File: src/rtl/coproc_cmd_sched.sv
// coproc_cmd_sched: FIFO-buffered command scheduler between CPU MMIO and the image coprocessor.
// Optional start-to-done watchdog compiled in with `define COPROC_SCHED_TIMEOUT_EN.
module coproc_cmd_sched #(
    parameter int unsigned DEPTH     = 4,
    parameter int unsigned TO_CYCLES = 1048576
) (
    input  logic       clk,
    input  logic       rst_n,
    input  logic       cmd_wr,
    input  logic [7:0] cmd_data,
    input  logic       flush,
    input  logic       sts_clr,
    input  logic       cp_rdy,
    input  logic       cp_done,
    output logic       cp_start,
    output logic       cp_gray,
    output logic       cp_img_idx,
    output logic [2:0] cp_func,
    output logic [7:0] sts,
    output logic       irq_done
);

    localparam int unsigned AW       = $clog2(DEPTH);
    localparam logic [AW:0] FULL_CNT = (AW + 1)'(DEPTH);

    typedef enum logic [1:0] {
        S_IDLE  = 2'd0,
        S_ISSUE = 2'd1,
        S_RUN   = 2'd2
    } state_t;

    state_t          state;
    state_t          state_nx;
    logic [4:0]      mem [DEPTH];
    logic [AW-1:0]   wr_ptr;
    logic [AW-1:0]   rd_ptr;
    logic [AW:0]     count;
    logic            done_q;
    logic            ovf_flag;
    logic            to_flag;
    logic            to_hit;
    logic            fifo_empty;
    logic            fifo_full;
    logic            pop;
    logic            push_ok;
    logic            ovf_set;
    logic            done_rise;
    logic            busy;
    logic [4:0]      cnt_ext;
    logic            unused_cmd_bits;

    assign unused_cmd_bits = ^{cmd_data[7], cmd_data[4:3]};

    assign fifo_empty = (count == '0);
    assign fifo_full  = (count == FULL_CNT);
    assign done_rise  = cp_done & ~done_q;

    // flush outranks both ends of the FIFO; a push at full survives only when a pop frees the slot
    assign pop     = (state == S_IDLE) && !fifo_empty && cp_rdy && !flush;
    assign push_ok = cmd_wr && !flush && (!fifo_full || pop);
    assign ovf_set = cmd_wr && !flush && fifo_full && !pop;

    always_ff @(posedge clk) begin
        if (push_ok) begin
            mem[wr_ptr] <= {cmd_data[6], cmd_data[5], cmd_data[2:0]};
        end
    end

    always_ff @(posedge clk or negedge rst_n) begin
        if (!rst_n) begin
            wr_ptr <= '0;
            rd_ptr <= '0;
            count  <= '0;
        end else if (flush) begin
            wr_ptr <= '0;
            rd_ptr <= '0;
            count  <= '0;
        end else begin
            if (push_ok) begin
                wr_ptr <= wr_ptr + 1'b1;
            end
            if (pop) begin
                rd_ptr <= rd_ptr + 1'b1;
            end
            if (push_ok && !pop) begin
                count <= count + 1'b1;
            end else if (pop && !push_ok) begin
                count <= count - 1'b1;
            end
        end
    end

`ifdef COPROC_SCHED_TIMEOUT_EN
    localparam int unsigned TW      = $clog2(TO_CYCLES) + 1;
    localparam logic [TW-1:0] TO_LAST = TW'(TO_CYCLES - 1);

    logic [TW-1:0] to_cnt;

    always_ff @(posedge clk or negedge rst_n) begin
        if (!rst_n) begin
            to_cnt <= '0;
        end else if (state == S_ISSUE) begin
            to_cnt <= '0;
        end else if (state == S_RUN) begin
            to_cnt <= to_cnt + 1'b1;
        end
    end

    // a done edge in the final RUN cycle still counts as a normal completion
    assign to_hit = (state == S_RUN) && (to_cnt == TO_LAST) && !done_rise;

    always_ff @(posedge clk or negedge rst_n) begin
        if (!rst_n) begin
            to_flag <= 1'b0;
        end else if (to_hit) begin
            to_flag <= 1'b1;
        end else if (sts_clr) begin
            to_flag <= 1'b0;
        end
    end
`else
    localparam int unsigned unused_to_cycles = TO_CYCLES;

    assign to_hit  = 1'b0;
    assign to_flag = 1'b0;
`endif

    always_comb begin
        state_nx = state;
        case (state)
            S_IDLE: begin
                if (pop) begin
                    state_nx = S_ISSUE;
                end
            end
            S_ISSUE: begin
                state_nx = S_RUN;
            end
            S_RUN: begin
                if (done_rise || to_hit) begin
                    state_nx = S_IDLE;
                end
            end
            default: begin
                state_nx = S_IDLE;
            end
        endcase
    end

    always_ff @(posedge clk or negedge rst_n) begin
        if (!rst_n) begin
            state      <= S_IDLE;
            done_q     <= 1'b0;
            irq_done   <= 1'b0;
            ovf_flag   <= 1'b0;
            cp_gray    <= 1'b0;
            cp_img_idx <= 1'b0;
            cp_func    <= '0;
        end else begin
            state    <= state_nx;
            done_q   <= cp_done;
            irq_done <= (state == S_RUN) && done_rise;
            if (ovf_set) begin
                ovf_flag <= 1'b1;
            end else if (sts_clr) begin
                ovf_flag <= 1'b0;
            end
            if (pop) begin
                {cp_gray, cp_img_idx, cp_func} <= mem[rd_ptr];
            end
        end
    end

    assign cp_start = (state == S_ISSUE);
    assign busy     = (state != S_IDLE);

    // a full 16-deep FIFO cannot be shown in four bits, so the field saturates at 15
    always_comb begin
        cnt_ext  = 5'(count);
        sts      = '0;
        sts[7]   = busy;
        sts[6]   = ovf_flag;
        sts[5]   = to_flag;
        sts[4]   = fifo_empty && !busy;
        sts[3:0] = cnt_ext[4] ? 4'hF : cnt_ext[3:0];
    end

endmodule

File: config.mk
export PLATFORM = sky130hd
export DESIGN_NAME = coproc_cmd_sched
export DESIGN_NICKNAME = d
export VERILOG_FILES = /design/src/rtl/coproc_cmd_sched.sv
export SDC_FILE = /design/constraint.sdc
export NUM_CORES = 1
export LEC_CHECK = 0
export ABC_AREA = 1
export BUFFER_PORTS_ARGS = -buffer_cell sky130_fd_sc_hd__buf_2
export CAP_MARGIN = 20
export CORE_MARGIN = 5
export CORE_UTILIZATION = 50
export CTS_CLUSTER_SIZE = 10
export DETAILED_ROUTE_END_ITERATION = 8
export GPL_ROUTABILITY_DRIVEN = 0
export HOLD_SLACK_MARGIN = 0.06
export MAX_ROUTING_LAYER = met4
export PLACE_DENSITY_LB_ADDON = 0.25
export SETUP_SLACK_MARGIN = 0.15
export SLEW_MARGIN = 15
export SYNTH_ARGS = -nofsm -noshare
export SYNTH_HDL_FRONTEND = slang
export SYNTH_SLANG_ARGS = --single-unit
File: constraint.sdc
create_clock -name clk -period 2.5 [get_ports clk]
set_input_delay 0 -clock clk [delete_from_list [all_inputs] [get_ports clk]]
set_output_delay 0 -clock clk [all_outputs]
set_load 0.03 [all_outputs]
==> impl_metrics.py <==
metrics = {
    "outcome": {
        "status": "finished, final reports clean",
    },
    "cells_and_area": {
        "area_delta_synth_final_pct": 18.2,
        "diodes": 0,
        "final_nets": 217,
        "layout-drive-gt1-share_pct": 22.7,
        "utilization_pct": 61.0,
        "fin_cells": 244,
        "nFillCells": 296,
    },
    "timing": {
        "timing.final.crit_share_pct": 82.6,
        "relSlewSlack_pct": 66.5,
        "worstMarginPinSlew_ns": 0.501,
        "final-hold-violation-count": 0,
        "finClkSkew_ns": 0.00341,
        "rsz0062_at_grt": "false",
        "period_needed_ns": 2.06,
        "slew_viol_final": 0,
        "setup_viol": 0,
        "max_freq_mhz": 484,
        "tns_ns": 0,
    },
    "synth": {
        "syn_area_um2": 1720,
        "async_flop_share_pct": 45.9,
        "synth.largest_area_cell": "edfxtp_1",
        "synthTopCellsByArea": "edfxtp_1 (35%), dfrtp_1 (25%), nand2_1 (6.5%)",
        "ys_top_cells_by_count": "nand2_1 (30), edfxtp_1 (20), dfrtp_1 (17), inv_1 (17), nor2_1 (16)",
        "yosysWarningCount": 0,
        "synth-edff-count": 20,
        "yosys.area.top_type_share_pct": 34.9,
        "synth_cell_types": 27,
        "synth.avg_cell_area_um2": 10.8,
        "seq_area_frac_synth_pct": 59.6,
        "synth_top_flop_cell": "edfxtp_1",
        "yosysMostFrequentCell": "nand2_1",
        "synthCells": 160,
        "ys_ff_latch": 37,
    },
    "detailed_routing": {
        "wl_per_cell_um": 11.9,
        "viasPerCell": 4.77,
        "vias": 1164,
        "drtIter0Drc": 58,
        "dr.pass1.iters": 4,
        "antenna_left": 0,
        "drt-total-wl_mm": 2.89,
        "drc": 0,
    },
    "worst_hold_path": {
        "hold_path.class": "in -> async",
    },
    "clock_tree": {
        "cts_resized": 0,
        "clockRootBuffer": "clkbuf_4",
        "clk_path_buf_depth": 2,
        "clk_pin_slew_ns": 0.10,
        "cts_tree": "built",
        "clock-sinks": 37,
        "cts_buffers": 5,
        "ctsHtreeMaxLevel": 2,
        "clock_latency_ns": 0.33,
    },
    "setup_path": {
        "cpPeakStageDelay_ns": 0.42,
        "r2r_end": "count[2]",
        "r2r_cells": 13,
        "crit_arrival_ns": 2.30,
        "cp_num_buf_inv": 3,
        "cp-start-kind": "flop",
        "cp_slowest_cell": "dfrtp_1",
        "critical_path.startpoint": "state[1]",
        "crit_path_frequent_cell": "nand2_1",
        "path_max_fanout": 9,
        "path_cells": "inv_2, nand2_1, nor2_4, nand3_4, nand3_4, inv_1, fa_1, xor2_1, nand4_1, nand2_1, inv_1, nand2_1, nand2_1",
        "path_class": "reg -> reg",
        "endpoint": "count[2]",
        "end_kind": "flop",
        "timing.rr.start": "state[1]",
        "crit_cells": 13,
        "cp_top_family": "simple AND/OR/NAND/NOR gates",
        "cp.required_ns": 2.73,
        "r2r_slack_ns": 0.44,
    },
    "power": {
        "power_density_nw_per_um2": 976,
        "vdd_ir_drop_max_mv": 0.364,
        "p_leak_nw": 0.943,
    },
    "floorplan": {
        "ioPinCount": 30,
        "dieWidth_um": 68.7,
        "rows": 21,
        "coreArea_um2": 3340,
        "start_util_pct": 51.6,
        "die-area_um2": 4720,
        "die_h_um": 68.7,
    },
    "global_route": {
        "grt_pass1_wl_mm": 4.95,
        "antenna_found_initial": 0,
        "track_usage_pct": 15.3,
        "grt_max_degree": 18,
        "grt_pass1_vias": 1149,
        "overflow": 0,
    },
    "place": {
        "dpl.hpwl_mm": 2.09,
        "dp_cells": 225,
        "port_buffers": 24,
    },
    "run": {
        "cap_violations": 0,
    },
}
==> layer usage <==
layer	vias to the layer above	track usage, %	part of all wire (%)
met5	-	-	0
met4	0	5.96	1.7
met3	5	4.86	6.7
met2	29	26.0	48
met1	536	16.6	43
li1	594	-	-
==> layout by cell type (no fill, tap or decap) <==
cell / Yosys / layout
nand3_4: 2 / 2
nand2_4: 1 / 1
nor3_1: 1 / 1
nand4_4: 1 / 1
o21ai_0: 13 / 13
clkbuf_4: 0 / 5
o22ai_1: 6 / 6
buf_2: 0 / 24
xor2_1: 1 / 1
nand4_1: 2 / 2
a21oi_1: 2 / 2
clkbuf_8: 0 / 1
bufinv_8: 2 / 2
clkbuf_1: 2 / 2
dlygate4sd3_1: 0 / 11
conb_1: 1 / 2
dfrtp_1: 17 / 17
nor2_4: 1 / 1
inv_2: 3 / 3
clkinv_2: 1 / 1
nand2_2: 3 / 3
nor2_1: 16 / 16
inv_1: 17 / 17
nand2_1: 30 / 30
nand3b_4: 1 / 1
edfxtp_1: 20 / 20
nand3_1: 6 / 6
o21ai_1: 2 / 2
ha_1: 4 / 4
fa_1: 1 / 1
==> state kept, by name, indices dropped and copies added (netlist names), 2 cells and up <==
register and count:
mem 20, count 3, cp_func 3, rd_ptr 2, state 2, wr_ptr 2
==> where the power goes <==
part,switching [mW],total [mW],internal [mW]
registers,0.0944,0.851,0.757
clock network,0.176,0.315,0.139
logic,0.526,0.820,0.294
total,0.796,1.99,1.19
==> metrics by stage <==
stage,setup WS (ns),hold WS (ns),power (mW),area (um2)
after floorplan,0.423,-0.296,1.50,1730
after global placement,0.527,-0.0614,1.65,1870
after detailed placement,0.441,-0.0491,1.67,1870
after CTS,0.415,0.112,2.01,2030
after global routing,0.239,0.156,2.14,2030
final,0.435,0.107,1.99,2030
==> how the worst min path moves through the flow <==
stage               cells past startpoint          to   from  slack [ns]
floorplan                               0    count[0]  rst_n       -0.30
global placement                        1  cp_func[2]  rst_n       -0.06
detailed placement                      1  cp_img_idx  rst_n       -0.05
CTS                                     2  cp_img_idx  rst_n        0.11
global route                            2  cp_img_idx  rst_n        0.16
finish                                  2  cp_func[2]  rst_n        0.11
==> what timing repair did <==
action / in CTS / in global routing
hold endpoints to repair: 48 / 0
setup buffers: 0 / 0
hold buffers: 11 / 0
==> cells by family (layout without fill, tap and decap cells) <==
family                   after synthesis  in the layout  synth area share, %
adder cells (fa/ha/maj)                5              5                 4.07
XOR/XNOR                               1              1                0.509
other                                  1              2                0.218
flip-flops                            37             37                 59.6
buffers and inverters                 29             66                 8.87
AO/OA/AOI/OAI                         23             23                 7.12
AND/OR/NAND/NOR                       64             64                 19.6
==> cell type report <==
class,instances,area (um2),share of cell area (%)
clock buffer,8,58.8,2.89
inverter,23,115,5.66
multi-input combinational,95,547,26.9
sequential,37,1030,50.4
tap,46,57.6,2.83
timing repair buffer,35,230,11.3
Note: power is estimated with default switching activity, not from simulation.
